[config.mk]
export PLATFORM = sky130hd
export DESIGN_NAME = adsr_voice_sequencer
export DESIGN_NICKNAME = d
export VERILOG_FILES = /design/src/rtl/adsr_voice_sequencer.sv
export SDC_FILE = /design/constraint.sdc
export NUM_CORES = 1
export LEC_CHECK = 0
export ABC_AREA = 1
export CAP_MARGIN = 10
export CORE_ASPECT_RATIO = 0.7
export CORE_MARGIN = 2
export CORE_UTILIZATION = 46
export CTS_CLUSTER_DIAMETER = 120
export CTS_CLUSTER_SIZE = 16
export DETAILED_ROUTE_END_ITERATION = 6
export PLACE_DENSITY = 0.85
export RECOVER_POWER = 25
export REMOVE_ABC_BUFFERS = 1
export SLEW_MARGIN = 40
export SYNTH_ARGS = -nofsm -noshare
export SYNTH_HDL_FRONTEND = slang
export SYNTH_SLANG_ARGS = --single-unit
[constraint.sdc]
create_clock -name clk -period 4.4 [get_ports clk]
set_input_delay 0.88 -clock clk [delete_from_list [all_inputs] [get_ports clk]]
set_output_delay 0.88 -clock clk [all_outputs]
set_load 0.01 [all_outputs]
[src/rtl/adsr_voice_sequencer.sv]
// -----------------------------------------------------------------------------
// adsr_voice_sequencer
//
// Sequences the shared ADSR envelope datapath across all synth voices. Once
// per audio sample (sample_tick) it sweeps voice_index over 0..NUM_VOICES-1,
// advancing only on phase-1 edges so each voice is held for a full
// phase-0/phase-1 pair, and parks on PARK_ADDR between sweeps. Between sweeps
// it owns port A of the ADSR parameter RAM and applies key on/off events by
// read-modify-write of bit 0, leaving bits 37:1 untouched.
//
// Optional feature macro: ADSR_SEQ_OVERRUN_DET_EN
//   defined   : a tick during a sweep, or while a tick is already pending,
//               sets the sticky 'overrun' flag (cleared by overrun_clr;
//               a set on the same clock as a clear wins).
//   undefined : 'overrun' stays 0 and late ticks are dropped silently.
//
// Ports:
//   clk, reset        clock; asynchronous active-high reset (shared with the
//                     datapath so the phase register lines up with it)
//   sample_tick       one-clock pulse starting a sweep
//   ev_valid/ev_ready key-event handshake; ev_voice target, ev_on key state
//   voice_index       voice presented to the datapath
//   adsr_addr/din     port A address / write data
//   adsr_write_en     port A write strobe (one clock per RMW)
//   adsr_dout         port A read data (registered RAM output)
//   mix_valid         datapath sample valid this clock, for voice mix_voice
//   overrun           sticky late-tick flag; overrun_clr clears it
// -----------------------------------------------------------------------------
module adsr_voice_sequencer #(
  parameter int         NUM_VOICES = 32,
  parameter logic [7:0] PARK_ADDR  = 8'hFF
) (
  input  logic        clk,
  input  logic        reset,
  input  logic        sample_tick,
  input  logic        ev_valid,
  output logic        ev_ready,
  input  logic [7:0]  ev_voice,
  input  logic        ev_on,
  output logic [7:0]  voice_index,
  output logic [7:0]  adsr_addr,
  output logic [37:0] adsr_din,
  output logic        adsr_write_en,
  input  logic [37:0] adsr_dout,
  output logic        mix_valid,
  output logic [7:0]  mix_voice,
  output logic        overrun,
  input  logic        overrun_clr
);

  localparam logic [7:0] LP_NUM_VOICES = 8'(NUM_VOICES);
  localparam logic [7:0] LP_LAST_VOICE = 8'(NUM_VOICES - 1);

  typedef enum logic {
    SW_IDLE,
    SW_SWEEP
  } sweep_state_t;

  typedef enum logic [2:0] {
    RMW_IDLE,
    RMW_RD,
    RMW_WAIT,
    RMW_CAP,
    RMW_WR
  } rmw_state_t;

  sweep_state_t r_sw_state;
  sweep_state_t w_sw_next;
  rmw_state_t   r_rmw_state;
  rmw_state_t   w_rmw_next;

  logic        r_phase;
  logic        r_pending;
  logic        r_rdy;
  logic [7:0]  r_voice_index;
  logic [7:0]  r_addr;
  logic [37:0] r_din;
  logic        r_we;
  logic        r_on;
  logic        r_mix_valid;
  logic [7:0]  r_mix_voice;
  logic        r_overrun;

  logic        w_tick_req;
  logic        w_start;
  logic        w_pending_next;
  logic [7:0]  w_voice_next;
  logic        w_accept;
  logic        w_in_range;
  logic        w_rdy_next;
  logic        w_mix_fire;
  logic        w_overrun_set;

  // A sweep may only begin on a phase-1 edge with port A quiet, so a tick that
  // lands mid-RMW or on a phase-0 edge is carried by r_pending until then.
  assign w_tick_req = sample_tick | r_pending;
  assign w_start    = r_phase & (r_sw_state == SW_IDLE) &
                      (r_rmw_state == RMW_IDLE) & w_tick_req;

  assign w_accept   = ev_valid & ev_ready;
  assign w_in_range = (ev_voice < LP_NUM_VOICES);

  // The accept clock itself drops readiness, so an out-of-range event (which
  // leaves the RMW FSM idle) still costs exactly one clock of ev_ready.
  assign w_rdy_next = (w_rmw_next == RMW_IDLE) & (w_sw_next == SW_IDLE) &
                      ~w_pending_next & ~w_accept;

  // The swept voice's sample is ready on the clock after its phase-1 clock.
  assign w_mix_fire = r_phase & (r_sw_state == SW_SWEEP);

`ifdef ADSR_SEQ_OVERRUN_DET_EN
  assign w_overrun_set = sample_tick & ((r_sw_state == SW_SWEEP) | r_pending);
`else
  // Never set, so the flag register below holds its reset value of 0.
  assign w_overrun_set = 1'b0;
`endif

  // Sweep FSM next-state and next voice_index.
  always_comb begin
    w_sw_next    = r_sw_state;
    w_voice_next = r_voice_index;
    case (r_sw_state)
      SW_IDLE: begin
        if (w_start) begin
          w_sw_next    = SW_SWEEP;
          w_voice_next = 8'd0;
        end else begin
          w_sw_next    = SW_IDLE;
          w_voice_next = PARK_ADDR;
        end
      end
      SW_SWEEP: begin
        if (r_phase) begin
          if (r_voice_index == LP_LAST_VOICE) begin
            w_sw_next    = SW_IDLE;
            w_voice_next = PARK_ADDR;
          end else begin
            w_sw_next    = SW_SWEEP;
            w_voice_next = r_voice_index + 8'd1;
          end
        end else begin
          w_sw_next    = SW_SWEEP;
          w_voice_next = r_voice_index;
        end
      end
      default: begin
        w_sw_next    = SW_IDLE;
        w_voice_next = PARK_ADDR;
      end
    endcase
  end

  // Pending-tick latch: cleared when the sweep starts, ignored during a sweep.
  always_comb begin
    w_pending_next = r_pending;
    if (w_start) begin
      w_pending_next = 1'b0;
    end else if (sample_tick && (r_sw_state == SW_IDLE)) begin
      w_pending_next = 1'b1;
    end else begin
      w_pending_next = r_pending;
    end
  end

  // Key RMW FSM next-state: read, wait for the registered RAM, capture, write.
  always_comb begin
    w_rmw_next = r_rmw_state;
    case (r_rmw_state)
      RMW_IDLE: begin
        if (w_accept && w_in_range) begin
          w_rmw_next = RMW_RD;
        end else begin
          w_rmw_next = RMW_IDLE;
        end
      end
      RMW_RD:   w_rmw_next = RMW_WAIT;
      RMW_WAIT: w_rmw_next = RMW_CAP;
      RMW_CAP:  w_rmw_next = RMW_WR;
      RMW_WR:   w_rmw_next = RMW_IDLE;
      default:  w_rmw_next = RMW_IDLE;
    endcase
  end

  // State registers: phase toggle, both FSMs, pending tick, readiness.
  always_ff @(posedge clk or posedge reset) begin
    if (reset) begin
      r_phase       <= 1'b0;
      r_sw_state    <= SW_IDLE;
      r_rmw_state   <= RMW_IDLE;
      r_pending     <= 1'b0;
      r_voice_index <= PARK_ADDR;
      r_rdy         <= 1'b0;
    end else begin
      r_phase       <= ~r_phase;
      r_sw_state    <= w_sw_next;
      r_rmw_state   <= w_rmw_next;
      r_pending     <= w_pending_next;
      r_voice_index <= w_voice_next;
      r_rdy         <= w_rdy_next;
    end
  end

  // Port A address/data, write strobe and mixer flags.
  always_ff @(posedge clk or posedge reset) begin
    if (reset) begin
      r_addr      <= 8'd0;
      r_on        <= 1'b0;
      r_din       <= 38'd0;
      r_we        <= 1'b0;
      r_mix_valid <= 1'b0;
      r_mix_voice <= 8'd0;
    end else begin
      if (w_accept && w_in_range) begin
        r_addr <= ev_voice;
        r_on   <= ev_on;
      end
      // Only the key bit is replaced; envelope/state bits pass through.
      if (r_rmw_state == RMW_CAP) begin
        r_din <= (adsr_dout & ~38'd1) | {37'd0, r_on};
      end
      r_we        <= (r_rmw_state == RMW_CAP);
      r_mix_valid <= w_mix_fire;
      if (w_mix_fire) begin
        r_mix_voice <= r_voice_index;
      end
    end
  end

  // Sticky overrun flag; a set on the same clock as a clear takes priority.
  always_ff @(posedge clk or posedge reset) begin
    if (reset) begin
      r_overrun <= 1'b0;
    end else if (w_overrun_set) begin
      r_overrun <= 1'b1;
    end else if (overrun_clr) begin
      r_overrun <= 1'b0;
    end
  end

  assign ev_ready      = r_rdy & ~sample_tick;
  assign voice_index   = r_voice_index;
  assign adsr_addr     = r_addr;
  assign adsr_din      = r_din;
  assign adsr_write_en = r_we;
  assign mix_valid     = r_mix_valid;
  assign mix_voice     = r_mix_voice;
  assign overrun       = r_overrun;

endmodule

* Yosys cells after proc, flatten, opt, wreduce, memory -nomap -nowiden
Cells that the tools add are included. W data, S select, Z words.
Word-level totals: register bits 72, latch bits 0, memory bits (writable) 0, bits in read-only memories 0, output and inout bits 66, logic and storage cells 52, memories 0
Operators by class: $add $sub $neg 1, multipliers 0, div/mod/pow operators 0, $lt $le $gt $ge 1, eq/ne operators 5, shift operators 0, muxes and demuxes 12, bitwise operators 17, reduce and logical (&&, ||, !) cells 4
Operators by type and width (count):
- $or A38 B1 Y38 | 1
- $mux W8 | 3
- $pmux W8 S2 | 1
- $pmux W3 S4 | 1
- $and A1 B1 Y1 | 9
- $add A8 B1 Y8 const B | 1
- $eq A8 B5 Y1 const B | 1
- $lt A8 B6 Y1 const B | 1
- $eq A3 B2 Y1 const B | 2
- $logic_not A3 Y1 | 2
- $mux W1 | 6
- $not A1 Y1 | 6
- $eq A3 B1 Y1 const B | 1
- $logic_and A1 B1 Y1 | 2
- $ne A2 B1 Y1 const B | 1
- $pmux W1 S2 | 1
- $or A1 B1 Y1 | 1

* Longest topological paths before layout
depth in word-level cells 10, gate-level depth with buffers 8, mapped depth without buffers 8

* Worst setup path before layout
Ideal clock, no wire load.
path kind input-to-output, from in sample_tick, to out ev_ready, data arrival time 1.026 ns, path slack 2.494 ns, stages on the path 1, buffers on the path 0, path through nor2_2
On the way: word-level cells in the longest chain between the ends 2
RTL lines:
- from (decl) | RTL line 35 | input logic sample_tick,
- $not A1 Y1 | RTL line 240 | assign ev_ready = r_rdy & ~sample_tick;
- $and A1 B1 Y1 | RTL line 240
- to (decl) | RTL line 37 | output logic ev_ready,
No other way between the ends.

* Worst setup path in the final report
from reg r_rmw_state[2], to reg r_din[0] (netlist: adsr_din[0])
On the way: word-level cells in the longest chain between the ends 1
RTL lines:
- from (decl) | RTL line 69 | rmw_state_t r_rmw_state;
- from (signal assigned) | RTL line 196 | r_rmw_state <= w_rmw_next;
- $eq A3 B2 Y1 | RTL line 218 | if (r_rmw_state == RMW_CAP) begin
- to (signal assigned) | RTL line 219 | r_din <= (adsr_dout & ~38'd1) | {37'd0, r_on};
- to (decl) | RTL line 77 | logic [37:0] r_din;
No other way between the ends. A chain may end at the register's enable or synchronous reset.

==> flow_metrics.env <==
export IMPL_ios=118
export IMPL_grt_max_degree=45
export IMPL_clkSinkCount=72
export IMPL_grt_setup_unrepaired="false"
export IMPL_ctsResizeCount=0
export IMPL_clkTransAtPathRegs_ns=0.07
export IMPL_gp_congestion=0.8612
export IMPL_rr_startpoint="r_rmw_state[2]"
export IMPL_die_area_sq_mm=0.007046
export IMPL_timing_final_ws_setup_ns=1.384
export IMPL_synth_fa_ha_area_frac=0.004263
export IMPL_p_leak_nw=2.117
export IMPL_vdd_drop_max_mv=0.2252
export IMPL_post_route_period_util=0.6855
export IMPL_maxSlewViolCount=40
export IMPL_finish_utilization=0.7051
export IMPL_area_growth_pct=48.59
export IMPL_dp_cells=521
export IMPL_wl_mm=6.910
export IMPL_nets=507
export IMPL_dr_wl_met3_microns=744
export IMPL_hp_start="adsr_din[25]"
export IMPL_violations="max-capacitance violations, max-slew violations"
export IMPL_required_ns=4.64
export IMPL_syn_area_per_cell_sq_um=8.684
export IMPL_cts_tree="built"
export IMPL_synth_top_area_cell="dfrtp_1"
export IMPL_synth_xor_area_frac=0
export IMPL_synth_edf_count=0
export IMPL_critPathMaxFanout=39
export IMPL_die_width_microns=99.48
export IMPL_cts_buffers=9
export IMPL_hold_ws_ns=0.4693
export IMPL_rrSetupSlack_ns=1.38
export IMPL_fin_crit_ns=3.016
export IMPL_finalPower_mw=1.454
export IMPL_synth_ff_type="dfrtp_1"
export IMPL_finalSetupTns_ns=0
export IMPL_min_path_cells=2
export IMPL_yosys_top_cells_count="161 x nand2_1, 64 x dfrtp_1, 29 x inv_1"
export IMPL_wl_met1_mm=2.743
export IMPL_min_path_type="reg2reg"
export IMPL_final_cell_area_sq_mm=0.004362
export IMPL_yosysWarnings=0
export IMPL_rows=24
export IMPL_synth_top_cell_area_share=0.5456
export IMPL_ys_types=22
export IMPL_diodes=0
export IMPL_antenna_left=0
export IMPL_vias=2547
export IMPL_first_iter_violations=121
export IMPL_synth_top_family_by_area="simple AND/OR/NAND/NOR gates"
export IMPL_grt_antenna_before_repair=0
export IMPL_routedWlPerCell_microns=12.87
export IMPL_dpl_cell_area_sq_mm=0.004114
export IMPL_min_to="adsr_din[25]"
export IMPL_r2r_cells=6
export IMPL_hold_viol=0
export IMPL_dr_pass1_iters=4
export IMPL_grt_pass1_vias=2635
export IMPL_netlist_instances=338
export IMPL_top_layer_used="met4"
export IMPL_worst_pin_slew_ns=1.654
export IMPL_critPathLaunchType="flop"
export IMPL_post_cts_setup_buffers=0
export IMPL_grt_pass1_wl_mm=12.01
export IMPL_arrival_ns=3.26
export IMPL_synth_most_common_cell="nand2_1"
export IMPL_fp_coreArea_sq_mm=0.006186
export IMPL_synthArstFlopShare=1.000
export IMPL_max_clock_freq_mhz=331.5
export IMPL_skew_ns=0.007726
export IMPL_final_cells=537
export IMPL_die_y_microns=70.84
export IMPL_initial_core_util=0.4745
export IMPL_cp_end_kind="flop"
export IMPL_ys_seq_elements=72
export IMPL_port_buffers=114
export IMPL_overflow=0
export IMPL_netlist_area_sq_mm=0.002935
export IMPL_clock_latency_ns=0.34
export IMPL_synthMuxAreaShare=0
export IMPL_synth_compound_area_share=0.03623
export IMPL_yosysSeqAreaShare=0.6172
export IMPL_htree_levels=3
export IMPL_dpl_hpwl_mm=5.005
export IMPL_final_layout_size_suffix_gt1_frac=0.06972
export IMPL_maxCapViolations=1
export IMPL_synthTopCellsByArea="dfrtp_1 55%, nand2_1 21%, dfstp_2 7.2%"
export IMPL_track_usage=0.2151
export IMPL_clockBufferDepth=2
export IMPL_crit_type="reg2reg"
export IMPL_max_slew_margin=-0.1028
export IMPL_clock_root_buffer="clkbuf_8"
export IMPL_wl_met2_mm=3.309
export IMPL_setup_viol=0
export IMPL_yosys_area_share_simple=0.2771
export IMPL_via_per_inst=4.743
export IMPL_p_per_area_mw_per_mm2=333.3
export IMPL_reg2reg_to="adsr_din[0]"
export IMPL_post_place_ws_ns=1.539
export IMPL_outcome="finished with violations"
export IMPL_route_detailed_drc=0
export IMPL_fill_cells=471
export IMPL_holdBufCountCts=0
export IMPL_crit_start="r_rmw_state[2]"
[how the worst max path moves through the flow]
stage | to | slack, ns | cells after the start
floorplan | adsr_addr[0] | 1.71 | 1
global placement | ev_ready | 1.54 | 3
detailed placement | ev_ready | 1.54 | 3
CTS | ev_ready | 1.53 | 3
global route | adsr_din[6] | 1.06 | 7
finish | adsr_din[0] | 1.38 | 6
[sequential cells by signal, indices dropped and copies added (netlist names), 3 cells and up]
name and flops:
adsr_addr 8, adsr_din 38, r_rmw_state 3, mix_voice 8
voice_index 8
[layout make-up]
type | instances | area [sq um] | area share
Timing Repair Buffer | 116 | 1152 | 0.2642
Sequential cell | 72 | 1812 | 0.4154
Multi-Input combinational cell | 225 | 933.4 | 0.2140
Clock inverter | 5 | 102.6 | 0.02352
Inverter | 30 | 112.6 | 0.02582
Tap cell | 78 | 97.59 | 0.02238
Clock buffer | 11 | 151.4 | 0.03471
[worst max-delay path, cell delays in order (launching register included)]
cell and delay (ns):
dfrtp_1 0.39, inv_1 0.08, nand2_1 0.11, nor2_2 0.09
clkbuf_1 1.19, inv_2 0.69, o21ai_0 0.33
[kinds of logic (layout without fill, tap and decap cells)]
family,count (synthesis),in the layout
adder cells (fa/ha/maj),1,1
AND/OR/NAND/NOR,202,202
AO/OA/AOI/OAI,21,21
other,1,1
buffers and inverters,41,162
flip-flops,72,72
[routing by layer]
| metal | vias up | GRT usage |
|---|---|---|
| li1 | 1257 | - |
| met1 | 1184 | 0.2525 |
| met2 | 93 | 0.3529 |
| met3 | 13 | 0.1008 |
| met4 | 0 | 0.07154 |
| met5 | - | 0 |
[where the power goes]
| group | internal (mW) | switching [mW] |
|---|---|---|
| sequential | 0.681 | 0.0105 |
| combinational | 0.0761 | 0.0462 |
| clock | 0.406 | 0.234 |
[placed cells by master, fill, tap and decap left out, drive strengths merged]
cell type / count
buf: 1
a31oi: 1
dfstp: 8
conb: 1
clkinvlp: 1
ha: 1
nand3: 16
clkdlybuf4s50: 112
a21oi: 2
nor3: 3
nor2: 20
dfrtp: 64
dlygate4sd3: 2
o21ai: 18
bufinv: 3
clkinv: 1
clkbuf: 12
inv: 30
nand2: 162
or2: 1
No activity file was read; power rests on OpenSTA's default activity.
